$ cat src/rtl/loader_pkg.sv
// Shared types and constants for the stream-to-SRAM loader.
package loader_pkg;
   localparam int FRAM_ADDR_WIDTH = 10;
   localparam int KRAM_ADDR_WIDTH = 8;

   localparam logic TGT_FRAM = 1'b0;
   localparam logic TGT_KRAM = 1'b1;

   typedef enum logic [1:0] {IDLE, LOAD, DRAIN, FINISH} state_t;
endpackage

$ cat src/rtl/loader_wr_port.sv
// Registered address/data/enable stage for one SRAM write port.
module loader_wr_port #(
   parameter int AW = 10,
   parameter int DW = 32
) (
   input  logic          clk,
   input  logic          rst,
   input  logic          wr,
   input  logic [AW-1:0] word_addr,
   input  logic [DW-1:0] data,
   output logic [AW+1:0] addr_byteidx,
   output logic [DW-1:0] wdata,
   output logic          we,
   output logic          en
);
   always_ff @(posedge clk) begin
      if (rst) begin
         addr_byteidx <= '0;
         wdata        <= '0;
         we           <= 1'b0;
         en           <= 1'b0;
      end else begin
         en <= wr;
         we <= wr;
         // Address/data hold between writes so the port looks quiet while idle.
         if (wr) begin
            addr_byteidx <= {word_addr, 2'b00};
            wdata        <= data;
         end
      end
   end
endmodule

$ cat src/rtl/stream_sram_loader.sv
// Loads a word stream into feature or kernel SRAM at a commanded base address.
// Optional macro LOADER_CHECKSUM_EN adds a running-sum output load_checksum.
//
// state  | meaning
// IDLE   | waiting for a load command, cmd_ready high
// LOAD   | accepting beats and writing them to the selected SRAM
// DRAIN  | stream longer than len: swallow beats up to tlast, no writes
// FINISH | one cycle; load_done/load_err registered out next cycle
module stream_sram_loader
   import loader_pkg::*;
#(
   parameter int DATA_WIDTH   = 32,
   parameter int FRAM_BYTE_AW = FRAM_ADDR_WIDTH + 2,
   parameter int KRAM_BYTE_AW = KRAM_ADDR_WIDTH + 2
) (
   input  logic                    clk,
   input  logic                    rst,
   input  logic                    cmd_valid,
   output logic                    cmd_ready,
   input  logic                    cmd_target,
   input  logic [31:0]             cmd_base,
   input  logic [15:0]             cmd_len,
   input  logic [DATA_WIDTH-1:0]   s_axis_tdata,
   input  logic                    s_axis_tvalid,
   input  logic                    s_axis_tlast,
   output logic                    s_axis_tready,
   output logic [FRAM_BYTE_AW-1:0] fram_addr_byteidx,
   output logic [DATA_WIDTH-1:0]   fram_wdata,
   output logic                    fram_we,
   output logic                    fram_en,
   output logic [KRAM_BYTE_AW-1:0] kram_addr_byteidx,
   output logic [DATA_WIDTH-1:0]   kram_wdata,
   output logic                    kram_we,
   output logic                    kram_en,
   input  logic                    accel_running,
   output logic                    busy,
   output logic                    load_done,
   output logic                    load_err
`ifdef LOADER_CHECKSUM_EN
   ,
   output logic [DATA_WIDTH-1:0]   load_checksum
`endif
);
   localparam int FWA = FRAM_BYTE_AW - 2;
   localparam int KWA = KRAM_BYTE_AW - 2;
   localparam int WAW = (FWA > KWA) ? FWA : KWA;

   state_t         state, state_nx;
   logic           tgt_q, err_q;
   logic [15:0]    len_q, cnt_q;
   logic [WAW-1:0] waddr_q;
   logic           cmd_hs, beat, load_beat, last_beat;
   logic           wr_fram, wr_kram;
   logic           unused_base;

   assign unused_base = ^{cmd_base[31:WAW+2], cmd_base[1:0]};

   assign cmd_hs    = cmd_valid && cmd_ready;
   assign beat      = s_axis_tvalid && s_axis_tready;
   assign load_beat = beat && (state == LOAD);
   assign last_beat = ((cnt_q + 16'd1) == len_q);

   always_ff @(posedge clk) begin
      if (rst) state <= IDLE;
      else     state <= state_nx;
   end

   always_comb begin
      state_nx = state;
      case (state)
         IDLE:   if (cmd_valid) state_nx = (cmd_len == 16'd0) ? FINISH : LOAD;
         LOAD:   if (beat) begin
                    if (last_beat)         state_nx = s_axis_tlast ? FINISH : DRAIN;
                    else if (s_axis_tlast) state_nx = FINISH;
                 end
         DRAIN:  if (beat && s_axis_tlast) state_nx = FINISH;
         FINISH: state_nx = IDLE;
         default: state_nx = IDLE;
      endcase
   end

   // Reset overrides the state-derived handshakes so nothing is accepted mid-reset.
   always_comb begin
      cmd_ready     = rst || (state == IDLE);
      s_axis_tready = !rst && (((state == LOAD) && !accel_running) || (state == DRAIN));
      busy          = !rst && (state != IDLE);
      wr_fram       = load_beat && (tgt_q == TGT_FRAM);
      wr_kram       = load_beat && (tgt_q == TGT_KRAM);
   end

   always_ff @(posedge clk) begin
      if (rst) begin
         tgt_q     <= TGT_FRAM;
         len_q     <= '0;
         cnt_q     <= '0;
         waddr_q   <= '0;
         err_q     <= 1'b0;
         load_done <= 1'b0;
         load_err  <= 1'b0;
      end else begin
         load_done <= (state == FINISH);
         load_err  <= (state == FINISH) && err_q;
         if (cmd_hs) begin
            tgt_q   <= cmd_target;
            len_q   <= cmd_len;
            cnt_q   <= '0;
            waddr_q <= cmd_base[WAW+1:2];
            err_q   <= 1'b0;
         end else if (load_beat) begin
            cnt_q   <= cnt_q + 16'd1;
            waddr_q <= waddr_q + WAW'(1);
            // Error if tlast and the len-th beat do not coincide.
            if (last_beat != s_axis_tlast) err_q <= 1'b1;
         end
      end
   end

`ifdef LOADER_CHECKSUM_EN
   always_ff @(posedge clk) begin
      if (rst || cmd_hs)  load_checksum <= '0;
      else if (load_beat) load_checksum <= load_checksum + s_axis_tdata;
   end
`endif

   loader_wr_port #(.AW(FWA), .DW(DATA_WIDTH)) u_fram_port (
      .clk          (clk),
      .rst          (rst),
      .wr           (wr_fram),
      .word_addr    (waddr_q[FWA-1:0]),
      .data         (s_axis_tdata),
      .addr_byteidx (fram_addr_byteidx),
      .wdata        (fram_wdata),
      .we           (fram_we),
      .en           (fram_en)
   );

   loader_wr_port #(.AW(KWA), .DW(DATA_WIDTH)) u_kram_port (
      .clk          (clk),
      .rst          (rst),
      .wr           (wr_kram),
      .word_addr    (waddr_q[KWA-1:0]),
      .data         (s_axis_tdata),
      .addr_byteidx (kram_addr_byteidx),
      .wdata        (kram_wdata),
      .we           (kram_we),
      .en           (kram_en)
   );
endmodule

$ cat config.mk
export PLATFORM = sky130hd
export DESIGN_NAME = stream_sram_loader
export DESIGN_NICKNAME = d
export VERILOG_FILES = /design/src/rtl/loader_pkg.sv /design/src/rtl/loader_wr_port.sv /design/src/rtl/stream_sram_loader.sv
export SDC_FILE = /design/constraint.sdc
export NUM_CORES = 1
export LEC_CHECK = 0
export ABC_AREA = 1
export BUFFER_PORTS_ARGS = -buffer_cell sky130_fd_sc_hd__buf_2
export CAP_MARGIN = 40
export CORE_ASPECT_RATIO = 0.75
export CORE_MARGIN = 10
export CORE_UTILIZATION = 51
export CTS_CLUSTER_SIZE = 8
export DETAILED_ROUTE_END_ITERATION = 8
export GPL_TIMING_DRIVEN = 0
export PLACE_DENSITY = 0.79
export SYNTH_ARGS = -nofsm -noshare
export SYNTH_HDL_FRONTEND = slang
export SYNTH_SLANG_ARGS = --single-unit
$ cat constraint.sdc
create_clock -name clk -period 3.1 [get_ports clk]
set_clock_uncertainty 0.05 [all_clocks]
set_input_delay 0.31 -clock clk [delete_from_list [all_inputs] [get_ports clk]]
set_output_delay 0.31 -clock clk [all_outputs]
set_load 0.1 [all_outputs]
==> summary.txt <==
Placement
  • Placed Instance Area: 6710 um2
  • Input/output buffers: around 160
  • Placer congestion estimate: between 0.9 and 1
  • Dpl hpwl: 12800 um

Critical path
  • R2R setup slack: 350 ps
  • Reg2reg path depth: 18
  • Crit path DAT: 3040 ps
  • Critical Path Fanout Max: 4
  • WS Path Type: reg2reg
  • Worst Setup Start Kind: flip-flop
  • Worst Setup End Kind: flip-flop
  • WP data required: about 3400 ps
  • Reg-to-reg critical path startpoint: cnt_q[0]
  • End of the worst register-to-register path: state[1]

Detailed routing
  • Met1 Wirelength: ~8000 um
  • Via count: 5816
  • Routed wl met3: 1970 um
  • Iteration count of the initial detailed-routing pass: 9
  • Initial DRC count: 480
  • Total wire length: 17500 um
  • Top layer in use: met4
  • Avg Vias per Cell: ~5.2
  • DRC violations left: 0
  • Final ANT Viol Nets: 0
  • Wire length per cell: 15.6 um
  • DR WL met2: 7330 um

Global routing
  • GRT Total Usage: between 20% and 30%
  • GRT overflow: 0
  • First-pass GRT wire length: 27700 um
  • Initial antenna violation count: 0
  • Vias in the first global route: 5499
  • Largest net degree at the start of global routing: 17

Run
  • Max-cap violations: 0

Yosys
  • XOR/XNOR Fraction of Synth Area: 1.72%
  • Adder-Cell Fraction of Synth Area: 1.74%
  • Synth unique cells: 35
  • Main synth FF type: dfxtp_1
  • Post-synth EDFFs: 0
  • Mux contribution to synthesized area: 0%
  • Ys Warns: 0
  • Cell taking the most area after synthesis: dfxtp_1
  • FFs w/ async S/R, synth: 0%
  • Largest family of logic cells by synthesized area: simple AND/OR/NAND/NOR gates
  • Mapped Area: 5750 um2
  • Compound-Gate Fraction of Synth Area: 15.4%
  • Ranking of synthesized cells by area: dfxtp_1 (46%), nor2_1 (14%), o21ai_0 (9.1%), nand2_1 (7.3%), inv_1 (3.5%)
  • Syn Area/Cell: 7.25 um2
  • Post-synthesis sequential area ratio: 45.9%
  • #FFs+latches synth: 132
  • Simple-gate share of the synthesized area: around a quarter
  • Yosys top cell area share: 45.9%
  • Cell count after synthesis: 793

Power
  • Peak supply drop: 0.000421 V
  • Design Power: 0.00475 W
  • Pwr dens: 651 nW/um2
  • P_leak: 3.56 nW

CTS
  • Clk sink count: around 130
  • Reg clk slew, reported paths: ~60 ps
  • CTS tree: done
  • Worst-Skew Late Latency: 410 ps
  • Post-CTS Setup Bufs: 0
  • Num CTS Buffers: 17
  • Htree depth: 4
  • CTS Root Cell: clkbuf_16
  • CTS max path bufs: 2

STA
  • Final Slew Violations: 0
  • Hold_ws: 76.9 ps
  • Final Setup Violations: 0
  • Fin. Hold Viols: 0
  • Max-slew headroom: between 50 and 60%
  • Unrepaired setup endpoints after global routing: no
  • Setup TNS: 0 ps
  • Least-Margin Pin Slew: 690 ps
  • Crit path time final: 2750 ps
  • Fmax: 0.364 GHz
  • Final period utilization: 88.6%

Floorplan
  • Die Width: 143 um
  • Initial Utilization: 52.4%
  • Die area: ~16000 um2
  • I/O pins: 182
  • DIE HEIGHT: 112 um
  • Rows: 33
  • Core Region: 11000 um2

Hold path
  • Worst Hold Path Cells: 3
  • Hold Path Sink: u_kram_port.wdata[5]
  • Type of the tightest min-delay check: in2reg
  • Worst hold start: s_axis_tdata[5]

Cells and area
  • Most common cell after layout, fill and taps aside: nor2_1
  • Inserted Diodes: 0
  • Finished Cell Area: between 7000 and 8000 um2
  • Final Util: 66.5%
  • Most frequent cells in the layout: nor2_1 (205), buf_2 (169), dfxtp_1 (132), nand2_1 (112), o21ai_0 (105)
  • Layout cells sized above 1: between 20% and 30%
  • Net count, final: 1065
  • Synthesis-to-layout area growth: 27.0%

Run status
  • Status: completed
-- flip-flops by register name, indices dropped and copies added, names as in the netlist --
register,flops
cnt_q,16
err_q,1
len_q,16
load_done,1
load_err,1
state,2
tgt_q,1
u_fram_port.addr_byteidx,10
u_fram_port.en,1
u_fram_port.wdata,32
u_kram_port.addr_byteidx,8
u_kram_port.en,1
u_kram_port.wdata,32
waddr_q,10
-- routing by layer --
| metal | track usage [%] | vias up |
|---|---|---|
| met5 | 0 | - |
| met4 | 7.54 | 0 |
| met3 | 7.13 | 26 |
| met2 | 31.5 | 252 |
| met1 | 28.6 | 2628 |
| li1 | - | 2910 |
-- per-stage QoR --
step	worst slack, ps	std cells
floorplan	741	796
global placement	403	1091
detailed placement	361	1091
CTS	237	1122
global route	6.14	1122
finish	354	1122
-- worst max-delay path, cell delays in order, from the launching register on --
cell and delay [ps]:
dfxtp_1 410, ha_1 210, nand3_1 160, nor2_2 210, nand2_1 100, nand2_1 90, nand2_1 50, nand2_1 50
nand3_1 170, inv_1 110, nand2_1 60, nor2_1 90, nand2_1 70, ha_1 180, o21ai_0 230, nand3_1 170
nand2_1 90, nand2_1 60, nor2_1 130
-- cell usage after synthesis (all sizes together), types with 2 or more instances --
| cell type | count |
|---|---|
| nor3b | 2 |
| nand4 | 8 |
| inv | 57 |
| nor3 | 5 |
| clkbuf | 14 |
| xnor2 | 3 |
| nor2 | 211 |
| o21ai | 118 |
| buf | 32 |
| a211oi | 4 |
| o221ai | 2 |
| a21oi | 40 |
| dfxtp | 132 |
| nor4 | 2 |
| ha | 8 |
| nand3 | 28 |
| nand2 | 112 |
| a31oi | 2 |
| nand3b | 3 |
| xor2 | 3 |
-- how the worst max path moves through the flow --
stage | to | depth (start not counted) | start | slack [ps]
2_1_floorplan | u_kram_port.wdata[22] | 11 | state[1] | 740
3_3_place_gp | state[1] | 18 | cnt_q[0] | 400
3_5_place_dp | state[1] | 18 | cnt_q[0] | 360
4_1_cts | state[1] | 18 | cnt_q[0] | 240
5_1_grt | state[1] | 18 | cnt_q[0] | 6
6_report | state[1] | 18 | cnt_q[0] | 350
-- where the power goes --
| group | switching [W] | internal [W] | leakage [nW] |
|---|---|---|---|
| logic | 0.000677 | 0.000227 | 2.21 |
| clock network | 0.000792 | 0.00119 | 0.276 |
| registers | 0.0000720 | 0.00180 | 1.07 |
| total | 0.00154 | 0.00321 | 3.56 |
-- area by class of cell --
cell class	count	area (um2)
Buffer	46	280
Clock buffer	17	425
Clock inverter	14	154
Fill cell	967	3680
Inverter	57	214
Multi-Input combinational cell	561	2640
Sequential cell	132	2640
Tap cell	140	175
Timing Repair Buffer	155	776
-- what timing repair did --
action / in CTS / in global routing
resized for setup: 0 / 3
hold buffers: 0 / 0
setup endpoints to repair: 0 / 2
-- cells by family (layout without fill, tap and decap cells) --
| kind of cell | Yosys count | in the layout |
|---|---|---|
| other | 1 | 4 |
| and+or+nand+nor | 372 | 372 |
| AOI/OAI and AO/OA | 169 | 169 |
| buffers and inverters | 103 | 289 |
| DFF | 132 | 132 |
| xor gates and xnor gates | 8 | 8 |
| adders and majority gates | 8 | 8 |
(Power assumes the default switching activity.)
